File: src/rtl/frame_mask_stats_pkg.sv
// Shared definitions for the frame mask statistics stage: FSM encodings,
// coordinate width and the sync-path latency helper.
package frame_mask_stats_pkg;

  localparam int COORD_W = 12;

  typedef enum logic [2:0] {
    ACC_SYNC   = 3'b001,
    ACC_WAIT   = 3'b010,
    ACC_ACTIVE = 3'b100
  } acc_state_t;

  typedef enum logic [2:0] {
    NRM_IDLE  = 3'b001,
    NRM_NORM  = 3'b010,
    NRM_LATCH = 3'b100
  } nrm_state_t;

  // Sync delay: worst-case normalisation plus margin so operands settle first.
  function automatic int sync_latency(input int sw, input int n);
    return sw - n + 3;
  endfunction

endpackage

File: src/rtl/frame_mask_stats_normalizer.sv
// Frame-end normaliser: shifts the snapshot right until the sum fits N bits,
// then latches divider operands and frame statistics. Bbox ports need STATS_BBOX_EN.
module stats_normalizer
  import frame_mask_stats_pkg::*;
#(
  parameter int CW = 20,
  parameter int SW = 28,
  parameter int N  = 16
) (
  input  logic               pixelclk,
  input  logic               rst_n,
  input  logic               start,
  input  logic [CW-1:0]      snap_count,
  input  logic [SW-1:0]      snap_sum,
`ifdef STATS_BBOX_EN
  input  logic [COORD_W-1:0] snap_xmin,
  input  logic [COORD_W-1:0] snap_xmax,
  input  logic [COORD_W-1:0] snap_ymin,
  input  logic [COORD_W-1:0] snap_ymax,
  output logic [COORD_W-1:0] o_xmin,
  output logic [COORD_W-1:0] o_xmax,
  output logic [COORD_W-1:0] o_ymin,
  output logic [COORD_W-1:0] o_ymax,
`endif
  output logic               busy,
  output logic [N-1:0]       o_dividend,
  output logic [N-1:0]       o_divisor,
  output logic [4:0]         o_shift,
  output logic [CW-1:0]      o_count,
  output logic               o_empty,
  output logic               o_stat_valid
);

  nrm_state_t state_reg, state_next;

  logic [SW-1:0] sum_reg;
  logic [CW-1:0] cnt_reg;
  logic [CW-1:0] raw_cnt_reg;
  logic [4:0]    shift_reg;
  logic          fits;
  logic          load_en;
  logic          latch_en;
  logic          raw_empty;
  logic [N-1:0]  divisor_calc;

  assign fits      = (sum_reg[SW-1:N] == '0);
  assign load_en   = (state_reg == NRM_IDLE) && start;
  assign latch_en  = (state_reg == NRM_NORM) && fits;
  assign raw_empty = (raw_cnt_reg == '0);

  assign busy         = (state_reg != NRM_IDLE);
  // Operands are registered on entry to LATCH, so the pulse marks them valid.
  assign o_stat_valid = (state_reg == NRM_LATCH);

  always_comb begin
    divisor_calc = cnt_reg[N-1:0];
    if (cnt_reg[CW-1:N] != '0) begin
      divisor_calc = '1;
    end else if ((cnt_reg == '0) && !raw_empty) begin
      divisor_calc = N'(1);
    end
  end

  always_ff @(posedge pixelclk) begin
    if (!rst_n) begin
      state_reg <= NRM_IDLE;
    end else begin
      state_reg <= state_next;
    end
  end

  always_comb begin
    state_next = state_reg;
    case (state_reg)
      NRM_IDLE:  if (start) state_next = NRM_NORM;
      NRM_NORM:  if (fits) state_next = NRM_LATCH;
      NRM_LATCH: state_next = NRM_IDLE;
      default:   state_next = NRM_IDLE;
    endcase
  end

  always_ff @(posedge pixelclk) begin
    if (!rst_n) begin
      sum_reg     <= '0;
      cnt_reg     <= '0;
      raw_cnt_reg <= '0;
      shift_reg   <= '0;
      o_dividend  <= '0;
      o_divisor   <= '0;
      o_shift     <= '0;
      o_count     <= '0;
      o_empty     <= 1'b0;
    end else begin
      if (load_en) begin
        sum_reg     <= snap_sum;
        cnt_reg     <= snap_count;
        raw_cnt_reg <= snap_count;
        shift_reg   <= '0;
      end else if ((state_reg == NRM_NORM) && !fits) begin
        sum_reg   <= sum_reg >> 1;
        cnt_reg   <= cnt_reg >> 1;
        shift_reg <= shift_reg + 5'd1;
      end
      if (latch_en) begin
        o_dividend <= sum_reg[N-1:0];
        o_divisor  <= divisor_calc;
        o_shift    <= shift_reg;
        o_count    <= raw_cnt_reg;
        o_empty    <= raw_empty;
      end
    end
  end

`ifdef STATS_BBOX_EN
  logic [COORD_W-1:0] xmin_reg, xmax_reg, ymin_reg, ymax_reg;

  always_ff @(posedge pixelclk) begin
    if (!rst_n) begin
      xmin_reg <= '0;
      xmax_reg <= '0;
      ymin_reg <= '0;
      ymax_reg <= '0;
      o_xmin   <= '0;
      o_xmax   <= '0;
      o_ymin   <= '0;
      o_ymax   <= '0;
    end else begin
      if (load_en) begin
        xmin_reg <= snap_xmin;
        xmax_reg <= snap_xmax;
        ymin_reg <= snap_ymin;
        ymax_reg <= snap_ymax;
      end
      // An empty frame leaves min at all-ones; report a zero box instead.
      if (latch_en) begin
        o_xmin <= raw_empty ? '0 : xmin_reg;
        o_xmax <= raw_empty ? '0 : xmax_reg;
        o_ymin <= raw_empty ? '0 : ymin_reg;
        o_ymax <= raw_empty ? '0 : ymax_reg;
      end
    end
  end
`endif

endmodule

File: src/rtl/frame_mask_stats.sv
// Per-frame foreground count/sum accumulator feeding the frame-end divider.
// Define STATS_BBOX_EN to build the foreground bounding-box trackers.
module frame_mask_stats
  import frame_mask_stats_pkg::*;
#(
  parameter int H_ACT = 640,
  parameter int V_ACT = 480,
  parameter int DW    = 8,
  parameter int CW    = 20,
  parameter int SW    = 28,
  parameter int N     = 16
) (
  input  logic               pixelclk,
  input  logic               rst_n,
  input  logic               i_hs,
  input  logic               i_vs,
  input  logic               i_de,
  input  logic               i_mask,
  input  logic [DW-1:0]      i_value,
  output logic [N-1:0]       o_dividend,
  output logic [N-1:0]       o_divisor,
  output logic [4:0]         o_shift,
  output logic [CW-1:0]      o_count,
  output logic               o_empty,
  output logic [COORD_W-1:0] o_xmin,
  output logic [COORD_W-1:0] o_xmax,
  output logic [COORD_W-1:0] o_ymin,
  output logic [COORD_W-1:0] o_ymax,
  output logic               o_stat_valid,
  output logic               o_overrun,
  output logic               o_hsync,
  output logic               o_vsync,
  output logic               o_de
);

  localparam int LAT = sync_latency(SW, N);

  acc_state_t acc_state_reg, acc_state_next;

  logic          vs_r;
  logic          vs_rise;
  logic          vs_fall;
  logic          acc_clear;
  logic          pix;
  logic          snap;
  logic          nrm_start;
  logic          nrm_busy;
  logic          overrun_reg;
  logic [CW-1:0] count_reg;
  logic [SW-1:0] sum_reg;
  logic [SW:0]   sum_ext;

  logic [LAT-1:0][2:0] sync_dly_reg;

  assign vs_rise   = i_vs & ~vs_r;
  assign vs_fall   = ~i_vs & vs_r;
  // Snapshot and clear share the fall cycle, so the fall-cycle pixel is not counted.
  assign acc_clear = (acc_state_reg != ACC_ACTIVE) | vs_fall;
  assign pix       = (acc_state_reg == ACC_ACTIVE) & i_de & i_mask;
  assign snap      = (acc_state_reg == ACC_ACTIVE) & vs_fall;
  assign nrm_start = snap & ~nrm_busy;
  assign sum_ext   = {1'b0, sum_reg} + (SW+1)'(i_value);

  always_ff @(posedge pixelclk) begin
    if (!rst_n) begin
      vs_r          <= 1'b0;
      acc_state_reg <= ACC_SYNC;
      overrun_reg   <= 1'b0;
    end else begin
      vs_r          <= i_vs;
      acc_state_reg <= acc_state_next;
      overrun_reg   <= snap & nrm_busy;
    end
  end

  always_comb begin
    acc_state_next = acc_state_reg;
    case (acc_state_reg)
      ACC_SYNC:   if (vs_fall) acc_state_next = ACC_WAIT;
      ACC_WAIT:   if (vs_rise) acc_state_next = ACC_ACTIVE;
      ACC_ACTIVE: if (vs_fall) acc_state_next = ACC_WAIT;
      default:    acc_state_next = ACC_SYNC;
    endcase
  end

  always_ff @(posedge pixelclk) begin
    if (!rst_n) begin
      count_reg <= '0;
      sum_reg   <= '0;
    end else if (acc_clear) begin
      count_reg <= '0;
      sum_reg   <= '0;
    end else if (pix) begin
      count_reg <= (&count_reg) ? count_reg : count_reg + CW'(1);
      sum_reg   <= sum_ext[SW] ? '1 : sum_ext[SW-1:0];
    end
  end

  always_ff @(posedge pixelclk) begin
    if (!rst_n) begin
      sync_dly_reg <= '0;
    end else begin
      sync_dly_reg <= {sync_dly_reg[LAT-2:0], {i_hs, i_vs, i_de}};
    end
  end

  assign {o_hsync, o_vsync, o_de} = sync_dly_reg[LAT-1];
  assign o_overrun = overrun_reg;

`ifdef STATS_BBOX_EN
  localparam logic [COORD_W-1:0] X_LAST = COORD_W'(H_ACT - 1);
  localparam logic [COORD_W-1:0] Y_LAST = COORD_W'(V_ACT - 1);

  logic               de_r;
  logic               de_fall;
  logic [COORD_W-1:0] x_reg, y_reg;
  logic [COORD_W-1:0] xmin_reg, xmax_reg, ymin_reg, ymax_reg;

  assign de_fall = de_r & ~i_de;

  always_ff @(posedge pixelclk) begin
    if (!rst_n) begin
      de_r  <= 1'b0;
      x_reg <= '0;
      y_reg <= '0;
    end else begin
      de_r <= i_de;
      if (de_fall) begin
        x_reg <= '0;
      end else if (i_de && (x_reg != X_LAST)) begin
        x_reg <= x_reg + COORD_W'(1);
      end
      if (acc_state_reg == ACC_WAIT) begin
        y_reg <= '0;
      end else if (de_fall && (y_reg != Y_LAST)) begin
        y_reg <= y_reg + COORD_W'(1);
      end
    end
  end

  always_ff @(posedge pixelclk) begin
    if (!rst_n) begin
      xmin_reg <= '0;
      xmax_reg <= '0;
      ymin_reg <= '0;
      ymax_reg <= '0;
    end else if (acc_clear) begin
      xmin_reg <= '1;
      xmax_reg <= '0;
      ymin_reg <= '1;
      ymax_reg <= '0;
    end else if (pix) begin
      if (x_reg < xmin_reg) xmin_reg <= x_reg;
      if (x_reg > xmax_reg) xmax_reg <= x_reg;
      if (y_reg < ymin_reg) ymin_reg <= y_reg;
      if (y_reg > ymax_reg) ymax_reg <= y_reg;
    end
  end
`else
  // Frame geometry only matters to the bbox trackers.
  logic unused_geom;
  assign unused_geom = ^{H_ACT[0], V_ACT[0]};
  assign o_xmin = '0;
  assign o_xmax = '0;
  assign o_ymin = '0;
  assign o_ymax = '0;
`endif

  stats_normalizer #(
    .CW (CW),
    .SW (SW),
    .N  (N)
  ) u_norm (
    .pixelclk     (pixelclk),
    .rst_n        (rst_n),
    .start        (nrm_start),
    .snap_count   (count_reg),
    .snap_sum     (sum_reg),
`ifdef STATS_BBOX_EN
    .snap_xmin    (xmin_reg),
    .snap_xmax    (xmax_reg),
    .snap_ymin    (ymin_reg),
    .snap_ymax    (ymax_reg),
    .o_xmin       (o_xmin),
    .o_xmax       (o_xmax),
    .o_ymin       (o_ymin),
    .o_ymax       (o_ymax),
`endif
    .busy         (nrm_busy),
    .o_dividend   (o_dividend),
    .o_divisor    (o_divisor),
    .o_shift      (o_shift),
    .o_count      (o_count),
    .o_empty      (o_empty),
    .o_stat_valid (o_stat_valid)
  );

endmodule

File: config.mk
export PLATFORM = sky130hd
export DESIGN_NAME = frame_mask_stats
export DESIGN_NICKNAME = d
export VERILOG_FILES = /design/src/rtl/frame_mask_stats_pkg.sv /design/src/rtl/frame_mask_stats_normalizer.sv /design/src/rtl/frame_mask_stats.sv
export SDC_FILE = /design/constraint.sdc
export NUM_CORES = 1
export LEC_CHECK = 0
export BUFFER_PORTS_ARGS = -buffer_cell sky130_fd_sc_hd__buf_2
export CAP_MARGIN = 20
export CORE_ASPECT_RATIO = 0.75
export CORE_MARGIN = 2
export CORE_UTILIZATION = 25
export CTS_CLUSTER_SIZE = 40
export DETAILED_ROUTE_END_ITERATION = 10
export HOLD_SLACK_MARGIN = 0.08
export PLACE_DENSITY_LB_ADDON = 0.2
export SLEW_MARGIN = 30
export SYNTH_ARGS = -nofsm -noshare
export SYNTH_HDL_FRONTEND = slang
export SYNTH_HIERARCHICAL = 1
export SYNTH_SLANG_ARGS = --single-unit
File: constraint.sdc
create_clock -name pixelclk -period 3.01 [get_ports pixelclk]
set_input_delay 0.4515 -clock pixelclk [delete_from_list [all_inputs] [get_ports pixelclk]]
set_output_delay 0.4515 -clock pixelclk [all_outputs]
set_load 0.03 [all_outputs]
==> impl_results.md, run 1 <==
- Setup TNS: 0 ns
- Total GRT Usage: 0.122
- Fmax: 384 MHz
- Final global-route overflow total: 0
- #FFs+latches synth: 231
- Syn_area_per_cell: 8.89 sq um
- Warnings from Yosys: 6
- Crit Path Category: register to register
- Power density over the cells: 561 nW/um^2
- Crit path DAT: 3.00 ns
- CTS tree: built
- Place WS: 0.410 ns
- Final core area utilization: 0.295
- Area Growth Syn to Fin: 15.5%
- Final-report setup violation count: 0
- Setup Skew: 0.0319 ns
- Post-synth cell types: 57
- Synth area leaders: dfxtp_1 49%, nand2_1 7.0%, a21oi_1 6.6%
- Critical Path End Type: register
- Drt pass-1 iters: 6
- Clock Tree Root: clkbuf_16
- Post-Syn Instances: 1,069
- Max-cap violation count: 0
- FF-to-FF End: u_norm/sum_reg[17]$_SDFFE_PN0P_
- Worst-path maximum fanout: 48
- R2R depth: 7
- Top Ports: 125
- Vias post-DR: 7,695
- Worst setup path startpoint: acc_state_reg[0]$_SDFFE_PN1P_
- Final Cycle Share: 0.865
- Initial Util: 0.255
- Placer Congestion: 0.756
- Total Die Area: 39,600 sq um
- Clock latency on the worst-skew pair: 0.54 ns
- Die X: 229 microns
- Number of synthesized flops with an enable pin: 0
- ANT cells: 0
- Initial antenna violation count: 0
- RSZ-0062 raised after global routing: no
- Setup ws final: 0.407 ns
- Post-CTS resize count: 0
- Setup crit end: u_norm/sum_reg[17]$_SDFFE_PN0P_
- Post-CTS Setup Inserts: 0
- Core region area: 37,200 sq um
- Clock sink total: 231
- Hold WC Path Type: input pin to register
- H-tree Lvls: 1
- Rows: 61
- Nets: 1,147
- DR vias/cell: 4.68
- Asr flop ratio synth: 0
- Status: finished, final reports clean
- Largest area contributor in the synthesized netlist: dfxtp_1
- Dpl hpwl: 16,600 microns
- DRC: 0
- Fin. Hold Viols: 0
- Synth top area share: 0.487
- Startpoint Class: register
- First-pass GRT wire length: 39,600 microns
- Post-synthesis cell area: 9500 sq um
- Slew margin rel.: 0.317
- Min cycle time layout: 2.60 ns
- Cts hold-fix bufs: 0
- Port bufs: 76
- Leak: 3.88 nW
- Largest net degree at the start of global routing: 70
- Proportion of synthesized chip area in sequential cells: 0.487
- Drt initial violations: 433
- Clock transition at the registers of the reported paths: 0.06 ns
- Predominant post-synthesis flop cell: dfxtp_1
- Total Wirelength: 24,700 microns
- Slew Limit Fails: 0
- Total power: 0.00615 W
- Tightest Pin Transition: 1.01 ns
- Die Ht: 173 microns
- CP required: 3.41 ns
- Max reg flops: 42
- Clock tree buffer depth: 3
- Final ANT Viol Nets: 0
- Clock buffer count from CTS: 26
- Routed len/inst: 15.0 microns
- Vias in the first global route: 7,020
- R2R Setup Slk: 0.41 ns
- Worst reg2reg path startpoint: acc_state_reg[0]$_SDFFE_PN1P_
- VDD IR-drop max: 305 uV
- Layout cell share with drive strength beyond 1: 0.140
-- worst max-delay path, stage by stage (launching register included) --
cell and delay, ns:
dfxtp_1 0.36, or3b_1 0.57, nor3_1 0.43, nor4bb_4 0.41, buf_12 0.27, nor2_1 0.09
a222oi_1 0.25, nor2_1 0.06
-- worst min path at each step --
stage / slack, ns / start / cells after the start / endpoint
3_5_place_dp: 0.42 / sync_dly_reg[7]$_SDFF_PN0_ / 1 / sync_dly_reg[10]$_SDFF_PN0_
2_1_floorplan: 0.41 / sync_dly_reg[39]$_SDFF_PN0_ / 1 / o_de$_SDFF_PN0_
4_1_cts: 0.08 / i_hs / 2 / sync_dly_reg[2]$_SDFF_PN0_
5_1_grt: 0.11 / i_hs / 2 / sync_dly_reg[2]$_SDFF_PN0_
6_report: 0.12 / i_hs / 2 / sync_dly_reg[2]$_SDFF_PN0_
3_3_place_gp: 0.41 / sync_dly_reg[12]$_SDFF_PN0_ / 1 / sync_dly_reg[15]$_SDFF_PN0_
-- cell type report --
| class | instances | area [sq um] |
|---|---|---|
| Clock buffer | 38 | 726 |
| Inverter | 8 | 31.3 |
| Tap cell | 504 | 631 |
| Multi-Input combinational cell | 760 | 4350 |
| Clock inverter | 7 | 48.8 |
| Fill cell | 4005 | 26300 |
| Sequential cell | 231 | 4620 |
| Timing Repair Buffer | 95 | 561 |
-- layer usage --
layer  vias to the layer above  track usage  part of all wire
met5                         -            0                 0
met2                       189        0.184              0.44
met3                        26       0.0254             0.056
met4                         0       0.0244             0.015
li1                       3813            -                 -
met1                      3667        0.177              0.49
-- cells in the mapped netlist (9+ instances only) --
cell	n
nand2_1	178
nor3_1	16
a22oi_1	24
clkbuf_1	46
nor2_1	26
nor4_1	19
xnor2_1	14
xor2_1	15
o21ai_0	18
a21oi_1	125
buf_4	54
dfxtp_1	231
a31oi_1	31
buf_2	12
o211ai_1	11
and2_1	47
nand3_1	67
or3_1	9
ha_1	10
-- power by group --
part           internal [W]  total, W  switching (W)
clock               0.00167   0.00293        0.00126
sequential          0.00306   0.00307     0.00000252
combinational     0.0000237  0.000161       0.000137
-- cells in the final DEF, fill, tap and decap left out, types with 7 or more instances in the layout --
cell type and instances:
o221a_1 7, xnor2_1 14, nor4_1 19, ha_1 10
buf_2 76, buf_4 16, o221a_2 8, nand3_1 67
nor2_1 26, a31oi_1 30, nor3_1 16, clkbuf_16 26
dfxtp_1 231, o211ai_1 11, or3_1 9, nand4_1 7
o21ai_0 18, xor2_1 15, and2_1 47, o2111ai_1 8
clkbuf_1 9, a21oi_1 125, conb_1 48, nand2_1 178
a22oi_1 24, inv_1 7
-- cell families (layout without fill, tap and decap cells) --
kind of cell	Yosys count	count (layout)	synth area share
flops	231	231	0.487
other cells	1	48	0.000395
simple gates	412	412	0.219
compound gates	258	258	0.173
xor+xnor	29	29	0.0267
buf+inv	125	148	0.0762
fa+ha+maj	11	11	0.0153
mux	2	2	0.00211
-- per-stage QoR --
| stage | cells | hold slack (ns) | area, sq um |
|---|---|---|---|
| after global routing | 1643 | 0.107 | 11000 |
| final | 1643 | 0.117 | 11000 |
| after CTS | 1643 | 0.0843 | 11000 |
| after detailed placement | 1598 | 0.418 | 10200 |
| after global placement | 1598 | 0.413 | 10200 |
| after floorplan | 1116 | 0.412 | 9680 |
Power figures use the tool's default switching activity.
==> run 2, diff against run 1 <==
- ABC_AREA: default -> 1
- CTS_BUF_LIST: default -> sky130_fd_sc_hd__clkbuf_4 sky130_fd_sc_hd__clkbuf_8
==> run 2 against run 1 <==
Compared with the run above:
- die area grew 13%
- largest power group is now clock
- worst setup slack gained 0.14 ns
- critical path depth grew 4
- flip-flop and latch count is the same
- combinational power grew 68%
- via count grew 21%
- area after synthesis grew 13%
- highest routed layer unchanged
- final cell count grew 34%
- clock skew shrank 0.0019 ns
==> impl_results.md, run 2 <==
- Max reg flops: 42
- Clock buffer count from CTS: 42
- Final hold slack: 0.283 ns
- First-pass GRT wire length: 45,100 microns
- Final core area utilization: 0.291
- Min cycle time layout: 2.46 ns
- CP required: 3.42 ns
- CTS tree: built
- Initial Util: 0.255
- Crit Path Category: register to register
- Fmax: 406 MHz
- Rows: 65
- Most frequent cells in the layout: 440 x nand2_1, 231 x dfxtp_1, 217 x inv_1
- Top Ports: 125
- Placer Congestion: 0.822
- Largest net degree at the start of global routing: 103
- Layout cell share with drive strength beyond 1: 0.119
- Vias in the first global route: 8,381
- Met2 usage: 0.169
- Asr flop ratio synth: 0
- Slew margin rel.: 0.476
- Setup Skew: 0.0300 ns
- Nets: 1,623
- Setup TNS: 0 ns
- Clock sink total: 231
- DRC: 0
- VDD IR-drop max: 209 uV
- Worst reg2reg path startpoint: sum_reg[0]$_SDFFE_PP0P_
- Startpoint Class: register
- #FFs+latches synth: 231
- Vias post-DR: 9,283
- Final Cycle Share: 0.817
- Final ANT Viol Nets: 0
- Dpl cell area: 11,400 sq um
- Total power: 0.00651 W
- Slew Limit Fails: 0
- Proportion of synthesized chip area in sequential cells: 0.429
- Max-cap violation count: 0
- Largest area contributor in the synthesized netlist: dfxtp_1
- Worst setup path startpoint: sum_reg[0]$_SDFFE_PP0P_
- Post-CTS Setup Inserts: 0
- Clock Tree Root: clkbuf_8
- Hold WC Path Type: input pin to register
- Clock latency on the worst-skew pair: 0.56 ns
- Post-synthesis cell area: 10,800 sq um
- Number of synthesized flops with an enable pin: 0
- Routed len/inst: 12.6 microns
- GRT met3 Usage: 0.0282
- Clock transition at the registers of the reported paths: 0.06 ns
- Predominant post-synthesis flop cell: dfxtp_1
- Core region area: 42,300 sq um
- Post-synth cell types: 40
- Post-Layout Inst Area: 12,300 sq um
- Initial antenna violation count: 1
- Final global-route overflow total: 0
- Total Die Area: 44,800 sq um
- Warnings from Yosys: 6
- Tightest Pin Transition: 0.786 ns
- Drt pass-1 iters: 5
- Total Wirelength: 27,600 microns
- DR vias/cell: 4.23
- Drt initial violations: 580
- Synth top area share: 0.429
- Clock tree buffer depth: 3
- Critical Path End Type: register
- Area Growth Syn to Fin: 14.2%
- Status: finished, final reports clean
- Fin. Hold Viols: 0
- Post-Syn Instances: 1,536
- Top-count cell post-synth: nand2_1
- Die Ht: 184 microns
- RSZ-0062 raised after global routing: no
- Leak: 5.49 nW
- Post-CTS resize count: 0
- Die X: 244 microns
- Syn_area_per_cell: 7.02 sq um
- Met1 usage: 0.187
- H-tree Lvls: 2
- Dpl hpwl: 18,900 microns
- Final-report setup violation count: 0
- Layer with the highest usage: met1
- Total GRT Usage: 0.122
- Port bufs: 76
- Top cells by count, synth: 440 x nand2_1, 231 x dfxtp_1, 217 x inv_1, 136 x a21oi_1, 111 x nand3_1
- Most common cell after layout, fill and taps aside: nand2_1
- Worst-path maximum fanout: 13
- Synth area leaders: dfxtp_1 43%, nand2_1 15%, inv_1 7.6%
- Crit path DAT: 2.87 ns
- Power density over the cells: 528 nW/um^2
- Critical hold path startpoint: rst_n
[run 2: changes by cell type after synthesis, moves of 24 or more]
cell / change
a22oi_1: -24
a31oi_1: -26
and2_1: -46
inv_1: +209
nand2_1: +262
nand3_1: +44
nor2_1: +47
o21ai_0: +59
[run 2: critical path, stage by stage, from the launching register on]
cell	delay, ns
dfxtp_1	0.35
ha_1	0.27
fa_1	0.45
nand2_1	0.11
nand3_1	0.09
nand3_1	0.10
nand2_2	0.11
nand4_1	0.35
buf_4	0.29
nand2_1	0.07
nor2_1	0.08
nor2_1	0.04
[run 2: final timing paths]
check / endpoint / slack, ns / cells past startpoint
worst max-delay path: sum_reg[16]$_SDFFE_PP0P_ / 0.55 / 11
worst min register to register: sync_dly_reg[37]$_SDFF_PN0_ / 0.41 / 2
worst max register to register: sum_reg[16]$_SDFFE_PP0P_ / 0.55 / 11
worst min-delay path: acc_state_reg[1]$_SDFFE_PN0P_ / 0.28 / 3
[run 2: per-stage QoR]
step,cells,setup WS (ns)
CTS,2195,0.561
finish,2196,0.550
floorplan,1583,0.958
detailed placement,2120,0.419
global route,2195,0.294
global placement,2120,0.468
[run 2: final cells by class]
class	count	area, sq um
Tap cell	569	712
Sequential cell	231	4620
Fill cell	4729	30000
Multi-Input combinational cell	1011	4720
Antenna cell	1	2.50
Clock buffer	66	827
Timing Repair Buffer	90	524
Clock inverter	6	68.8
Inverter	222	833
[run 2: power by group]
group / switching [W] / total (W) / leakage, nW / internal (W)
registers: 0.0000103 / 0.00309 / 1.86 / 0.00308
clock network: 0.00132 / 0.00315 / 0.474 / 0.00183
logic: 0.000214 / 0.000271 / 3.15 / 0.0000575
total: 0.00154 / 0.00651 / 5.49 / 0.00496
[run 2: cell families (layout without fill, tap and decap cells)]
group | Yosys count | after routing | share of synthesized area
AO/OA/AOI/OAI | 235 | 235 | 0.112
other | 1 | 49 | 0.000348
buffers and inverters | 341 | 384 | 0.151
XOR/XNOR | 22 | 22 | 0.0179
adder cells (fa/ha/maj) | 11 | 11 | 0.0135
AND/OR/NAND/NOR | 693 | 693 | 0.275
multiplexers | 2 | 2 | 0.00186
flip-flops | 231 | 231 | 0.429
[run 2: routing by layer]
metal  part of all wire  routed length [microns]  up-vias
met5                  0                        0        -
met4              0.018                      488        0
met3              0.060                     1640       39
met2               0.39                    10600      208
met1               0.54                    14800     4171
li1                   -                        -     4865
[run 2: repair_timing]
item / CTS / global route
endpoints found under the hold margin: 3 / 0
endpoints found under the setup margin: 0 / 0
hold buffers: 3 / 0
==> run 3, diff against run 2 <==
- clock period: 3.01 -> 2.22 ns (I/O delays scaled with it)
==> run 3 against run 2 <==
Compared with the run above:
- sequential share of layout area down 0.38 points
- combinational power up 35%
- die area is the same
- flip-flop and latch count unchanged
- total power rose by 33%
- wire length rose by 1.8%
- critical path depth stayed put
- highest routed layer unchanged
- design area increased by 1.0%
- non-clock buffer count rose by 19
- largest power group is now sequential cells
==> impl_results.md, run 3 (same netlist as run 2, synthesis figures left out) <==
- Place WS: 0.0139 ns
- Max reg flops: 42
- Setup crit end: sum_reg[18]$_SDFFE_PP0P_
- Final Cycle Share: 0.931
- Slew Limit Fails: 0
- First-pass GRT wire length: 45,800 microns
- Rows: 65
- Crit Path Category: register to register
- Worst-path maximum fanout: 13
- CTS tree: built
- Worst reg2reg path startpoint: sum_reg[0]$_SDFFE_PP0P_
- WL met2: 11,000 microns
- Routed len/inst: 12.7 microns
- Initial antenna violation count: 0
- VDD IR-drop max: 326 uV
- Placer Congestion: 0.823
- RSZ-0062 raised after global routing: no
- Initial Util: 0.255
- Vias in the first global route: 8,580
- Nets: 1,642
- R2R Setup Slk: 0.15 ns
- Port bufs: 76
- Fmax: 484 MHz
- Setup Skew: 0.0228 ns
- Clock transition at the registers of the reported paths: 0.06 ns
- Total Die Area: 44,800 sq um
- Final global-route overflow total: 0
- Core region area: 42,300 sq um
- Max-cap violation count: 0
- Worst setup path startpoint: sum_reg[0]$_SDFFE_PP0P_
- Die X: 244 microns
- Layout cell share with drive strength beyond 1: 0.129
- Drt pass-1 iters: 5
- Power density over the cells: 698 nW/um^2
- H-tree Lvls: 2
- Startpoint Class: register
- DRC: 0
- Dpl hpwl: 19,500 microns
- Leak: 5.58 nW
- Clock sink total: 231
- Critical Path End Type: register
- CP required: 2.66 ns
- ANT cells: 0
- Most frequent cells in the layout: 440 x nand2_1, 231 x dfxtp_1, 217 x inv_1
- Clock latency on the worst-skew pair: 0.56 ns
- Crit path DAT: 2.51 ns
- Filler cell count: 4,635
- Clock Tree Root: clkbuf_8
- R2R depth: 11
- Min cycle time layout: 2.07 ns
- Area Growth Syn to Fin: 15.3%
- Setup ws final: 0.154 ns
- Post-Route M1 WL: 15,300 microns
- Final ANT Viol Nets: 0
- Total Wirelength: 28,100 microns
- Post-CTS Setup Inserts: 0
- Fin. Hold Viols: 0
- Metal3 WL: 1280 microns
- Top routing layer used: met4
- Die Ht: 184 microns
- Final-report setup violation count: 0
- Top Ports: 125
- Status: finished, final reports clean
- Clock tree buffer depth: 3
- Drt initial violations: 612
- FF-to-FF End: sum_reg[18]$_SDFFE_PP0P_
- Most common cell after layout, fill and taps aside: nand2_1
- Setup TNS: 0 ns
- DR vias/cell: 4.21
- Total GRT Usage: 0.124
- Clock buffer count from CTS: 42
- Tightest Pin Transition: 0.601 ns
- Slew margin rel.: 0.598
- Vias post-DR: 9,321
- Hold WC Path Type: input pin to register
- Largest net degree at the start of global routing: 75
-- run 3: how the worst min path moves through the flow --
stage,start,endpoint,cells after the start
2_1_floorplan,sync_dly_reg[39]$_SDFF_PN0_,o_de$_SDFF_PN0_,2
3_3_place_gp,sync_dly_reg[20]$_SDFF_PN0_,sync_dly_reg[23]$_SDFF_PN0_,2
3_5_place_dp,sync_dly_reg[28]$_SDFF_PN0_,sync_dly_reg[31]$_SDFF_PN0_,2
4_1_cts,rst_n,acc_state_reg[1]$_SDFFE_PN0P_,3
5_1_grt,rst_n,acc_state_reg[1]$_SDFFE_PN0P_,3
6_report,rst_n,acc_state_reg[1]$_SDFFE_PN0P_,3
-- run 3: metal layers --
metal,track usage,vias up
met5,0,-
met4,0.0349,0
met3,0.0245,48
met2,0.173,157
met1,0.190,4221
li1,-,4895
-- run 3: layout make-up --
cell class,count,area (sq um),area share
Clock inverter,7,43.8,0.00352
Timing Repair Buffer,109,676,0.0543
Clock buffer,66,821,0.0660
Inverter,222,833,0.0670
Sequential cell,231,4620,0.372
Multi-Input combinational cell,1011,4730,0.380
Tap cell,569,712,0.0572
-- run 3: timing repair --
| item | CTS | global route |
|---|---|---|
| resized for setup | 0 | 1 |
| endpoints found under the hold margin | 3 | 0 |
| setup endpoints to repair | 0 | 2 |
| hold buffers | 3 | 0 |
-- run 3: worst max-delay path: stages, from the launching register on --
cell and delay (ns):
dfxtp_1 0.32, ha_1 0.25, fa_1 0.41, nand2_1 0.11
nand3_1 0.09, nand3_1 0.09, nand2_2 0.10, nand4_1 0.14
buf_4 0.22, nand3_1 0.11, nand2_1 0.06, inv_1 0.04
-- run 3: stage by stage --
stage          instances  utilization  power [W]  area (sq um)  hold slack, ns
6_report            2215        0.294    0.00868         12400           0.189
3_5_place_dp        2139        0.273    0.00464         11500           0.397
2_1_floorplan       1583            -    0.00463         11000           0.390
3_3_place_gp        2139        0.273    0.00464         11500           0.392
4_1_cts             2215        0.294    0.00889         12400           0.134
5_1_grt             2215        0.294    0.00911         12400           0.169
-- run 3: where the power goes --
part,switching [W],leakage (nW),internal (W)
combinational,0.000286,3.26,0.0000805
sequential,0.0000149,1.86,0.00417
clock,0.00178,0.464,0.00235
total,0.00208,5.58,0.00660
